$ cat src/rtl/input_decoder_pkg.sv
// Shared definitions for the input_decoder block.
// Contents: the framing state enum, the packet delimiter words, the header
// field positions and a small header length check helper.
package input_decoder_pkg;

  typedef enum logic [2:0] {
    HUNT    = 3'd0,
    HEADER  = 3'd1,
    PAYLOAD = 3'd2,
    TRAILER = 3'd3,
    EMIT    = 3'd4
  } state_e;

  localparam logic [31:0] PKT_START_WORD = 32'hF00BF00B;
  localparam logic [31:0] PKT_STOP_WORD  = 32'hDEADF00B;

  localparam int OPCODE_MSB = 31;
  localparam int OPCODE_LSB = 24;
  localparam int LEN_MSB    = 7;
  localparam int LEN_LSB    = 0;

  // A header length is usable when it names at least one and at most
  // max_len payload words.
  function automatic logic hdr_len_ok(input logic [7:0] n, input int max_len);
    return (n != 8'd0) && (int'(n) <= max_len);
  endfunction

endpackage

$ cat src/rtl/sync_fifo.sv
// Single-clock FIFO buffering the incoming command words.
// Ports:
//   clk, reset_n      clock, asynchronous active-low reset (flushes the FIFO)
//   push, wr_data     write strobe and word; ignored while full
//   pop, rd_data      read strobe; rd_data shows the oldest word (valid when !empty)
//   full, empty       occupancy flags
// A word written at one edge is visible on rd_data from the next cycle.
module sync_fifo #(
  parameter int DATAWIDTH = 32,
  parameter int DEPTH     = 16
) (
  input  logic                 clk,
  input  logic                 reset_n,
  input  logic                 push,
  input  logic [DATAWIDTH-1:0] wr_data,
  input  logic                 pop,
  output logic [DATAWIDTH-1:0] rd_data,
  output logic                 full,
  output logic                 empty
);

  localparam int AW = $clog2(DEPTH);

  logic [DATAWIDTH-1:0] mem_q [DEPTH];
  logic [AW-1:0]        wr_ptr_q, wr_ptr_d;
  logic [AW-1:0]        rd_ptr_q, rd_ptr_d;
  logic [AW:0]          count_q, count_d;
  logic                 push_ok;
  logic                 pop_ok;

  assign full    = (count_q == (AW+1)'(DEPTH));
  assign empty   = (count_q == '0);
  // A push while full is dropped even when a pop happens in the same cycle.
  assign push_ok = push && !full;
  assign pop_ok  = pop && !empty;
  assign rd_data = mem_q[rd_ptr_q];

  // Pointers wrap naturally because DEPTH is a power of two.
  always_comb begin
    wr_ptr_d = wr_ptr_q;
    rd_ptr_d = rd_ptr_q;
    count_d  = count_q;
    if (push_ok) wr_ptr_d = wr_ptr_q + AW'(1);
    if (pop_ok)  rd_ptr_d = rd_ptr_q + AW'(1);
    case ({push_ok, pop_ok})
      2'b10:   count_d = count_q + (AW+1)'(1);
      2'b01:   count_d = count_q - (AW+1)'(1);
      default: count_d = count_q;
    endcase
  end

  always_ff @(posedge clk or negedge reset_n) begin
    if (!reset_n) begin
      wr_ptr_q <= '0;
      rd_ptr_q <= '0;
      count_q  <= '0;
    end else begin
      wr_ptr_q <= wr_ptr_d;
      rd_ptr_q <= rd_ptr_d;
      count_q  <= count_d;
    end
  end

  // Storage needs no reset: the pointers define which entries are live.
  always_ff @(posedge clk) begin
    if (push_ok) mem_q[wr_ptr_q] <= wr_data;
  end

endmodule

$ cat src/rtl/input_decoder.sv
// Frames START/STOP delimited packets from the command word stream, decodes
// the header and presents one complete command to the drawing engine.
// Ports:
//   clk, reset_n                    clock, asynchronous active-low reset
//   fifo_write, fifo_write_data     word push from the Avalon slave side
//   fifo_full, overflow             FIFO full flag, sticky dropped-push flag
//   clr_status                      clears overflow and err_count
//   cmd_valid, cmd_ready            command handshake
//   cmd_opcode, cmd_len, cmd_payload  decoded command
//   err_count                       discarded packets, saturating at 255
// Handshake: cmd_valid/cmd_ready transfer a command on a clock edge where both
// are high; while cmd_valid is high and cmd_ready low, cmd_opcode, cmd_len and
// cmd_payload hold steady, and cmd_valid never drops without a transfer.
module input_decoder
  import input_decoder_pkg::*;
#(
  parameter int                   DATAWIDTH   = 32,
  parameter int                   FIFO_DEPTH  = 16,
  parameter int                   MAX_PAYLOAD = 4,
  parameter logic [DATAWIDTH-1:0] START_WORD  = PKT_START_WORD,
  parameter logic [DATAWIDTH-1:0] STOP_WORD   = PKT_STOP_WORD
) (
  input  logic                              clk,
  input  logic                              reset_n,
  input  logic                              fifo_write,
  input  logic [DATAWIDTH-1:0]              fifo_write_data,
  output logic                              fifo_full,
  output logic                              overflow,
  input  logic                              clr_status,
  output logic                              cmd_valid,
  input  logic                              cmd_ready,
  output logic [7:0]                        cmd_opcode,
  output logic [$clog2(MAX_PAYLOAD+1)-1:0]  cmd_len,
  output logic [MAX_PAYLOAD*DATAWIDTH-1:0]  cmd_payload,
  output logic [7:0]                        err_count
);

  localparam int LW = $clog2(MAX_PAYLOAD+1);

  state_e               state_q, state_d;
  logic [7:0]           opcode_q, opcode_d;
  logic [LW-1:0]        len_q, len_d;
  logic [LW-1:0]        idx_q, idx_d;
  logic [DATAWIDTH-1:0] payload_q [MAX_PAYLOAD];
  logic [DATAWIDTH-1:0] payload_d [MAX_PAYLOAD];
  logic                 overflow_q, overflow_d;
  logic [7:0]           err_q, err_d;

  logic                 fifo_empty;
  logic                 pop;
  logic [DATAWIDTH-1:0] word;
  logic [7:0]           hdr_len;
  logic                 err_pulse;

  sync_fifo #(
    .DATAWIDTH (DATAWIDTH),
    .DEPTH     (FIFO_DEPTH)
  ) u_fifo (
    .clk     (clk),
    .reset_n (reset_n),
    .push    (fifo_write),
    .wr_data (fifo_write_data),
    .pop     (pop),
    .rd_data (word),
    .full    (fifo_full),
    .empty   (fifo_empty)
  );

  // The word stream only stalls while a finished command waits downstream.
  assign pop     = !fifo_empty && (state_q != EMIT);
  assign hdr_len = word[LEN_MSB:LEN_LSB];

  always_comb begin
    state_d   = state_q;
    opcode_d  = opcode_q;
    len_d     = len_q;
    idx_d     = idx_q;
    payload_d = payload_q;
    err_pulse = 1'b0;
    case (state_q)
      HUNT: begin
        if (pop && (word == START_WORD)) state_d = HEADER;
      end
      HEADER: begin
        if (pop) begin
          opcode_d = word[OPCODE_MSB:OPCODE_LSB];
          idx_d    = '0;
          if (!hdr_len_ok(hdr_len, MAX_PAYLOAD)) begin
            err_pulse = 1'b1;
            state_d   = HUNT;
          end else begin
            len_d = hdr_len[LW-1:0];
            // Clearing here keeps slots beyond N at zero in the emitted command.
            for (int i = 0; i < MAX_PAYLOAD; i++) payload_d[i] = '0;
            state_d = PAYLOAD;
          end
        end
      end
      PAYLOAD: begin
        if (pop) begin
          for (int i = 0; i < MAX_PAYLOAD; i++) begin
            if (idx_q == LW'(i)) payload_d[i] = word;
          end
          idx_d = idx_q + LW'(1);
          if (idx_q == len_q - LW'(1)) state_d = TRAILER;
        end
      end
      TRAILER: begin
        if (pop) begin
          if (word == STOP_WORD) begin
            state_d = EMIT;
          end else begin
            // The bad trailer word is consumed; hunting resumes after it.
            err_pulse = 1'b1;
            state_d   = HUNT;
          end
        end
      end
      EMIT: begin
        if (cmd_ready) state_d = HUNT;
      end
      default: state_d = HUNT;
    endcase
  end

  // Status: clr_status takes priority over a coincident error or drop.
  always_comb begin
    overflow_d = overflow_q;
    err_d      = err_q;
    if (clr_status) begin
      overflow_d = 1'b0;
      err_d      = 8'd0;
    end else begin
      if (fifo_write && fifo_full)        overflow_d = 1'b1;
      if (err_pulse && (err_q != 8'hFF))  err_d      = err_q + 8'd1;
    end
  end

  always_ff @(posedge clk or negedge reset_n) begin
    if (!reset_n) begin
      state_q    <= HUNT;
      opcode_q   <= 8'd0;
      len_q      <= '0;
      idx_q      <= '0;
      overflow_q <= 1'b0;
      err_q      <= 8'd0;
      for (int i = 0; i < MAX_PAYLOAD; i++) payload_q[i] <= '0;
    end else begin
      state_q    <= state_d;
      opcode_q   <= opcode_d;
      len_q      <= len_d;
      idx_q      <= idx_d;
      overflow_q <= overflow_d;
      err_q      <= err_d;
      for (int i = 0; i < MAX_PAYLOAD; i++) payload_q[i] <= payload_d[i];
    end
  end

  assign cmd_valid  = (state_q == EMIT);
  assign cmd_opcode = opcode_q;
  assign cmd_len    = len_q;
  assign overflow   = overflow_q;
  assign err_count  = err_q;

  always_comb begin
    cmd_payload = '0;
    for (int i = 0; i < MAX_PAYLOAD; i++) begin
      cmd_payload[i*DATAWIDTH +: DATAWIDTH] = payload_q[i];
    end
  end

endmodule

$ cat config.mk
export PLATFORM = sky130hd
export DESIGN_NAME = input_decoder
export DESIGN_NICKNAME = d
export VERILOG_FILES = /design/src/rtl/input_decoder_pkg.sv /design/src/rtl/sync_fifo.sv /design/src/rtl/input_decoder.sv
export SDC_FILE = /design/constraint.sdc
export NUM_CORES = 1
export LEC_CHECK = 0
export ABC_CLOCK_PERIOD_IN_PS = 4500
export BUFFER_PORTS_ARGS = -buffer_cell sky130_fd_sc_hd__clkbuf_2
export CAP_MARGIN = 20
export CORE_ASPECT_RATIO = 0.6
export CORE_MARGIN = 2
export CORE_UTILIZATION = 60
export DETAILED_ROUTE_END_ITERATION = 10
export PLACE_DENSITY_LB_ADDON = 0.1
export SYNTH_ARGS = -nofsm -noshare
export SYNTH_HDL_FRONTEND = slang
export SYNTH_SLANG_ARGS = --single-unit
$ cat constraint.sdc
create_clock -name clk -period 4.5 [get_ports clk]
set_input_delay 1.125 -clock clk [delete_from_list [all_inputs] [get_ports clk]]
set_output_delay 1.125 -clock clk [all_outputs]
set_load 0.01 [all_outputs]
==> results of run 1 <==
[cells in the mapped netlist, types with 6 or more instances]
cell type / instances / area share, %
buf_2: 15 / 0.29
dfrtp_1: 167 / 16
mux2i_1: 52 / 2.0
ha_1: 16 / 0.76
nand2_1: 46 / 0.66
mux2_2: 18 / 0.77
nand4_1: 6 / 0.14
clkbuf_1: 46 / 0.66
nor2_1: 32 / 0.46
a22oi_1: 37 / 1.1
nor2b_1: 12 / 0.29
a22o_1: 132 / 4.4
edfxtp_1: 512 / 58
nor3_1: 12 / 0.23
xnor2_1: 13 / 0.43
a21oi_1: 11 / 0.21
nand3_1: 10 / 0.19
o21ai_0: 13 / 0.25
a221oi_1: 21 / 0.70
mux4_2: 108 / 9.2
and2_1: 6 / 0.14
inv_1: 17 / 0.24
[through the flow]
stage | util (%) | worst slack (ns) | hold WS [ns] | cell area, um2
final | 70.0 | 0.304 | 0.501 | 30300
after CTS | 70.0 | 0.350 | 0.504 | 30300
after floorplan | - | 0.166 | 0.475 | 26300
after global routing | 70.0 | 0.127 | 0.513 | 30300
after detailed placement | 65.4 | 0.386 | 0.483 | 28300
after global placement | 65.4 | 0.365 | 0.478 | 28300
[logic make-up after synthesis]
family,count (synthesis)
muxes,179
AOI/OAI and AO/OA,240
adders and majority gates,17
xor gates and xnor gates,16
DFF,679
buffers and inverters,98
and+or+nand+nor,155
[metal layers]
| metal | share of wire, % | wire [um] | vias up | track usage, % |
|---|---|---|---|---|
| met3 | 10 | 6750 | 69 | 8.18 |
| met4 | 1.3 | 850 | 4 | 4.99 |
| met2 | 45 | 29000 | 730 | 42.5 |
| met5 | 0.032 | 21 | - | 0 |
| met1 | 43 | 28100 | 7735 | 45.4 |
| li1 | - | - | 6105 | - |
[layout make-up]
cell class	instances	area, um2
Sequential cell	679	19600
Fill cell	2711	13000
Multi-Input combinational cell	607	6400
Clock buffer	70	1620
Timing Repair Buffer	261	1590
Tap cell	579	724
Clock inverter	40	360
Inverter	17	63.8
[worst max-delay path: stages, from the launching register on]
cell	delay, ns
dfrtp_4	0.70
buf_12	0.30
buf_4	0.29
mux4_2	0.54
a22oi_1	0.20
nand2_1	0.26
nor3_1	0.50
nand4_1	0.22
nor4_2	0.38
buf_4	0.26
nor3_1	0.08
mux2_1	0.31
[worst paths after layout]
| kind | start | to | slack (ns) |
|---|---|---|---|
| min reg2reg | cmd_payload[10] | cmd_payload[10] | 0.50 |
| max reg2reg | u_fifo.rd_ptr_q[0] | err_count[3] | 0.30 |
| min | cmd_payload[10] | cmd_payload[10] | 0.50 |
| min in group asynchronous | reset_n | cmd_payload[106] | 0.57 |
| max in group asynchronous | reset_n | u_fifo.count_q[2] | 3.00 |
| max | u_fifo.rd_ptr_q[0] | err_count[3] | 0.30 |
[sequential cells by signal, summed over array words and instances (netlist names)]
register,count
u_fifo.rd_ptr_q,4
u_fifo.count_q,5
cmd_opcode,8
err_count,8
cmd_len,3
u_fifo.wr_ptr_q,4
idx_q,3
cmd_payload,128
overflow,1
state_q,3
u_fifo.mem_q,512
[where the power goes]
part	total (mW)	switching, mW	internal [mW]
logic	5.57	3.47	2.10
registers	7.58	0.290	7.29
clock network	5.15	2.24	2.92
==> impl_results.md, run 1 <==
* Fin crit share at 93.2%
* Final ANT Viol Nets at 0
* DP HPWL at 39.9 mm
* CP Class: flip-flop to flip-flop
* Via density at 6.50
* Fmax at 238 MHz
* Slew @ Worst Pin at 0.917 ns
* Mapped cell area at 26,300 um2
* Status: complete, no violations
* Maximum vdd drop at 0.401 mV
* #FFs+latches synth at 679
* Area of the die at 45,600 um2
* Clk sink count at 679
* Max Cap Viol at 0
* Most common cell after layout, fill and taps aside: edfxtp_1
* Synth cell types at 60
* Largest net degree at the start of global routing at 98
* Synth-to-Final Area Change at 15.2%
* TritonCTS Buffers at 58
* Worst-Skew Late Latency at 0.60 ns
* P_leak at 11.5 nW
* Via count at 14.6k
* Worst Path Max Fanout at 27
* XOR/XNOR share of the synthesized area at 0.532%
* Worst Reg-to-Reg Cells at 11
* WHS Path Cells at 1
* Synth Warn # at 0
* Largest family of logic cells by synthesized area: multiplexers
* Worst Hold Class: flip-flop to flip-flop
* Post-Syn Area per Cell at 19.0 um2
* Maximum clock path buffer count at 3
* Syn Nets at 1,438
* Setup Skew at 0.0180 ns
* Post-Place Cells at 2,142
* Final setup TNS at 0 ns
* Vias in the first global route at 14.5k
* Primary FF master, synth: edfxtp_1
* # H-tree levels at 2
* DR pass1 iterations at 5
* Unrepaired setup endpoints after global routing: false
* Die H at 166 um
* Hold_buf cts at 0
* Post-synth EDFFs at 512
* Final Wtd Congestion at 0.830
* Wirelength per Cell at 28.8 um
* Tot GR Track Use at 29.2%
* Final Total Pwr at 18.3 mW
* Initial antenna violation count at 2
* Async SR Flop Fraction at 24.6%
* Setup Buffers After CTS at 0
* Starting Density at 60.8%
* ANT cells at 0
* Rel. slew slack at 38.9%
* GRT overflow at 0
* Most frequent cells in the layout: edfxtp_1, clkbuf_2, dfrtp_1
* Final min period at 4.20 ns
* Clock slew at reported path FFs at 0.07 ns
* # rows at 59
* Initial drt markers at 1,806
* Adder-cell area share of the yosys netlist at 0.836%
* Final Setup Violations at 0
* Final max-slew violation count at 0
* Multiplexer area fraction after synthesis at 12.0%
* PostCTS Resize Cnt at 0
* DRC viols at 0
* First-pass GRT wire length at 96.5 mm
* Chip width at 274 um
* PD cells at 604 nW/um2
* PortBufs at 186
* Register area share after synthesis at 74.3%
* Worst path required time at 4.98 ns
* Hold Vio Cnt, Final at 0
* Ports at 187
* Synth Area in Compound Gates at 7.38%
* Cells after Synth at 1,384
* WL final at 64.8 mm
* Core footprint at 43,300 um2
* CTS tree: done
* Startpoint Class: flip-flop
* Crit end category: flip-flop
* Layout Cells excl Fill at 2,253
* Critical Path AT at 4.67 ns
* Final nets at 1,678
* Root buffer cell: clkbuf_16
* Simple logic cell fraction of the synthesized area at 3.00%
* Share of cells above drive strength 1 at 30.5%
Note: power is estimated with default switching activity, not from simulation.
==> run 2, diff against run 1 <==
--- a/config.mk
+++ b/config.mk
@@ -5,12 +5,13 @@
 export SDC_FILE = /design/constraint.sdc
 export NUM_CORES = 1
 export LEC_CHECK = 0
+export ABC_AREA = 1
 export ABC_CLOCK_PERIOD_IN_PS = 4500
 export BUFFER_PORTS_ARGS = -buffer_cell sky130_fd_sc_hd__clkbuf_2
 export CAP_MARGIN = 20
 export CORE_ASPECT_RATIO = 0.6
 export CORE_MARGIN = 2
-export CORE_UTILIZATION = 60
+export CORE_UTILIZATION = 61
 export DETAILED_ROUTE_END_ITERATION = 10
 export PLACE_DENSITY_LB_ADDON = 0.1
 export SYNTH_ARGS = -nofsm -noshare
==> run 2 against run 1 <==
  * Maximum frequency increased by 6.6%
  * Register-to-register slack improved by 0.26 ns
  * Non-clock buffer count decreased by 10
  * Clock power decreased by 6.0%
  * Area after synthesis increased by 8.3%
  * Wire length increased by 17%
  * Clock-buffer cell count increased by 7
  * Global-route usage increased by 1.9 points
  * Critical endpoint is now cmd_payload[24]
  * Largest cell class unchanged
==> impl_results.md, run 2 <==
* P_int at 12.2 mW (-0.90%)
* Rel. slew slack at 29.6% (-9.3 points)
* Setup Buffers After CTS at 0 (unchanged)
* CTS tree: done
* Share of cells above drive strength 1 at 13.4% (-17 points)
* Leading area contributor after synthesis: edfxtp_1
* Pre-CTS setup slack at 0.686 ns (+0.300 ns)
* Combinational share of power at 37.7% (+7.3 points)
* Setup Skew at 0.0169 ns (-0.00104 ns)
* Clock slew at reported path FFs at 0.07 ns (about the same)
* Synth cell types at 38 (-37%)
* CP Class: flip-flop to flip-flop
* Final Wtd Congestion at 0.849 (+2.3%)
* # H-tree levels at 2 (unchanged)
* Most flop-heavy register: u_fifo.mem_q
* Most common cell after layout, fill and taps aside: nand2_1
* Wirelength per Cell at 21.5 um (-25%)
* Via count at 20.3k (+39%)
* Area of the die at 48,600 um2 (+6.4%)
* Unrepaired setup endpoints after global routing: false
* First-pass GRT wire length at 115 mm (+19%)
* Final Setup Violations at 0 (unchanged)
* Initial drt markers at 2,526 (+40%)
* Clk sink count at 679 (unchanged)
* Slew @ Worst Pin at 1.06 ns (+0.139 ns)
* PD cells at 641 nW/um2 (+6.2%)
* Async SR Flop Fraction at 24.6% (unchanged)
* Starting Density at 61.7% (+0.90 points)
* Final nets at 2,895 (+73%)
* Hold Vio Cnt, Final at 0 (unchanged)
* Post-Syn Area per Cell at 10.7 um2 (-44%)
* Vias in the first global route at 18.9k (+31%)
* Worst Path Max Fanout at 47 (+74%)
* Final max-slew violation count at 0 (unchanged)
* DR pass1 iterations at 6 (+1)
* DP HPWL at 46.6 mm (+17%)
* Largest net degree at the start of global routing at 85 (-13%)
* Most numerous cell in the Yosys netlist: nand2_1
* Via density at 5.77 (-11%)
* Post-synth EDFFs at 512 (unchanged)
* Core footprint at 46,300 um2 (+6.7%)
* Post-layout util at 69.0% (-0.96 points)
* Worst setup margin at 0.564 ns (+0.260 ns)
* Switch Pwr at 8.27 mW (+38%)
* Register Area at 19,600 um2 (about the same)
* Synth top area share at 53.9% (-4.5 points)
* Crit end category: flip-flop
* Mapped cell area at 28,500 um2 (+8.3%)
* PortBufs at 186 (unchanged)
* P_leak at 13.6 nW (+19%)
* Clock power frac at 23.7% (-4.5 points)
* ANT cells at 0 (unchanged)
* FILL cells at 3,458 (+28%)
* DRC viols at 0 (unchanged)
* Register area share after synthesis at 68.6% (-5.7 points)
* Largest cells by area after synthesis: edfxtp_1, dfrtp_1, nand2_1, nand3_1, nor2_1
* Worst-Skew Late Latency at 0.61 ns (about the same)
* Worst Hold Class: flip-flop to flip-flop
* Sequential share of power at 38.6% (-2.8 points)
* Worst path required time at 5.05 ns (+0.07 ns)
* Final min period at 3.94 ns (-0.260 ns)
* Synth Warn # at 0 (unchanged)
* Final setup TNS at 0 ns (unchanged)
* Fmax at 254 MHz (+6.6%)
* Maximum vdd drop at 0.484 mV (+21%)
* Max Cap Viol at 0 (unchanged)
* Most frequent cells in the layout: nand2_1, edfxtp_1, nor2_1
* Ports at 187 (unchanged)
* PostCTS Resize Cnt at 0 (unchanged)
* Multi-input logic area at 7480 um2 (+17%)
* Hold_buf cts at 0 (unchanged)
* Tot GR Track Use at 31.1% (+1.9 points)
* Status: complete, no violations
* Critical Path AT at 4.48 ns (-0.19 ns)
* Startpoint Class: flip-flop
* Die H at 171 um (+3.1%)
* Cells after Synth at 2,672 (+93%)
* Fin crit share at 87.5% (-5.8 points)
* Switch share at 40.4% (+7.6 points)
* Most frequent cells after synthesis: nand2_1, edfxtp_1, nor2_1, nand3_1, inv_1
* Maximum clock path buffer count at 3 (unchanged)
* WL final at 75.7 mm (+17%)
* Final ANT Viol Nets at 0 (unchanged)
* # rows at 61 (+3.4%)
* TritonCTS Buffers at 59 (+1.7%)
* Synth-to-Final Area Change at 11.9%
* Chip width at 283 um (+3.2%)
* Number of flip-flops in the largest register at 512 (unchanged)
* Syn Nets at 2,726 (+90%)
* #FFs+latches synth at 679 (unchanged)
* GRT overflow at 0 (unchanged)
* Root buffer cell: clkbuf_16
* Initial antenna violation count at 0 (-2)
* Primary FF master, synth: edfxtp_1
-- run 2: cell types whose count changed after synthesis, sizes merged, moves of 76 or more --
cell and delta:
inv +181, nand3 +230, nor2 +264, mux4 -108, nand2 +697, o21ai +251
buf +76, a22o -132
-- run 2: cells by family after synthesis --
family / after synthesis / share of synthesized area (%)
AOI/OAI and AO/OA: 318 / 5.97
xor gates and xnor gates: 16 / 0.491
and+or+nand+nor: 1299 / 18.5
buffers and inverters: 343 / 5.68
DFF: 679 / 68.6
adders and majority gates: 17 / 0.772
-- run 2: power groups by stage --
stage	registers, mW	clock network (mW)	logic [mW]
global route	7.97	5.13	8.46
detailed placement	8.02	0	7.57
CTS	7.90	4.88	7.62
floorplan	8.04	0	5.09
finish	7.91	4.84	7.72
global placement	7.99	0	7.43
-- run 2: critical path, cell delays in order, from the launching register on --
cell     delay (ns)
dfrtp_4        0.64
inv_6          0.43
buf_4          0.26
nand2_1        0.06
nand3_1        0.06
nand3_1        0.10
nand3_1        0.09
nand2_1        0.11
nor2_1         0.24
nand2_1        0.18
nor2_2         0.23
nand2_2        0.09
nand2_4        0.09
nand2_4        0.23
nor2_4         0.76
nand2_1        0.13
nand2_1        0.12
-- run 2: layout make-up --
type	instances	area share, %
flip-flops and latches	679	61.3
well taps	630	2.47
repair buffers	251	4.78
clock buffers	77	5.07
inverters	200	2.38
multi-input cells	1650	23.4
clock inverters	31	0.588
-- run 2: per-layer routing --
metal / vias to the layer above / wire length, um / track usage, %
met5: - / 0 / 0
met4: 0 / 1660 / 6.97
met3: 127 / 7490 / 5.85
met2: 1005 / 33800 / 46.4
met1: 9882 / 32700 / 47.9
li1: 9276 / - / -
-- run 2: final timing paths --
check,startpoint,end,slack (ns),depth (start not counted)
worst max register to register,u_fifo.rd_ptr_q[0],cmd_payload[24],0.56,16
worst max-delay path,u_fifo.rd_ptr_q[0],cmd_payload[24],0.56,16
worst min register to register,cmd_payload[40],cmd_payload[40],0.48,2
worst min-delay path,cmd_payload[40],cmd_payload[40],0.48,2
min in group asynchronous,reset_n,cmd_payload[78],0.55,1
max in group asynchronous,reset_n,cmd_len[2],3.12,2
-- run 2: metrics by stage --
step	cell area, um2	instances	power [mW]	hold WS (ns)
global placement	30100	3410	15.4	0.462
floorplan	28500	2672	13.1	0.463
CTS	31900	3518	20.4	0.484
global route	31900	3518	21.6	0.513
finish	31900	3518	20.5	0.480
detailed placement	30100	3410	15.6	0.470
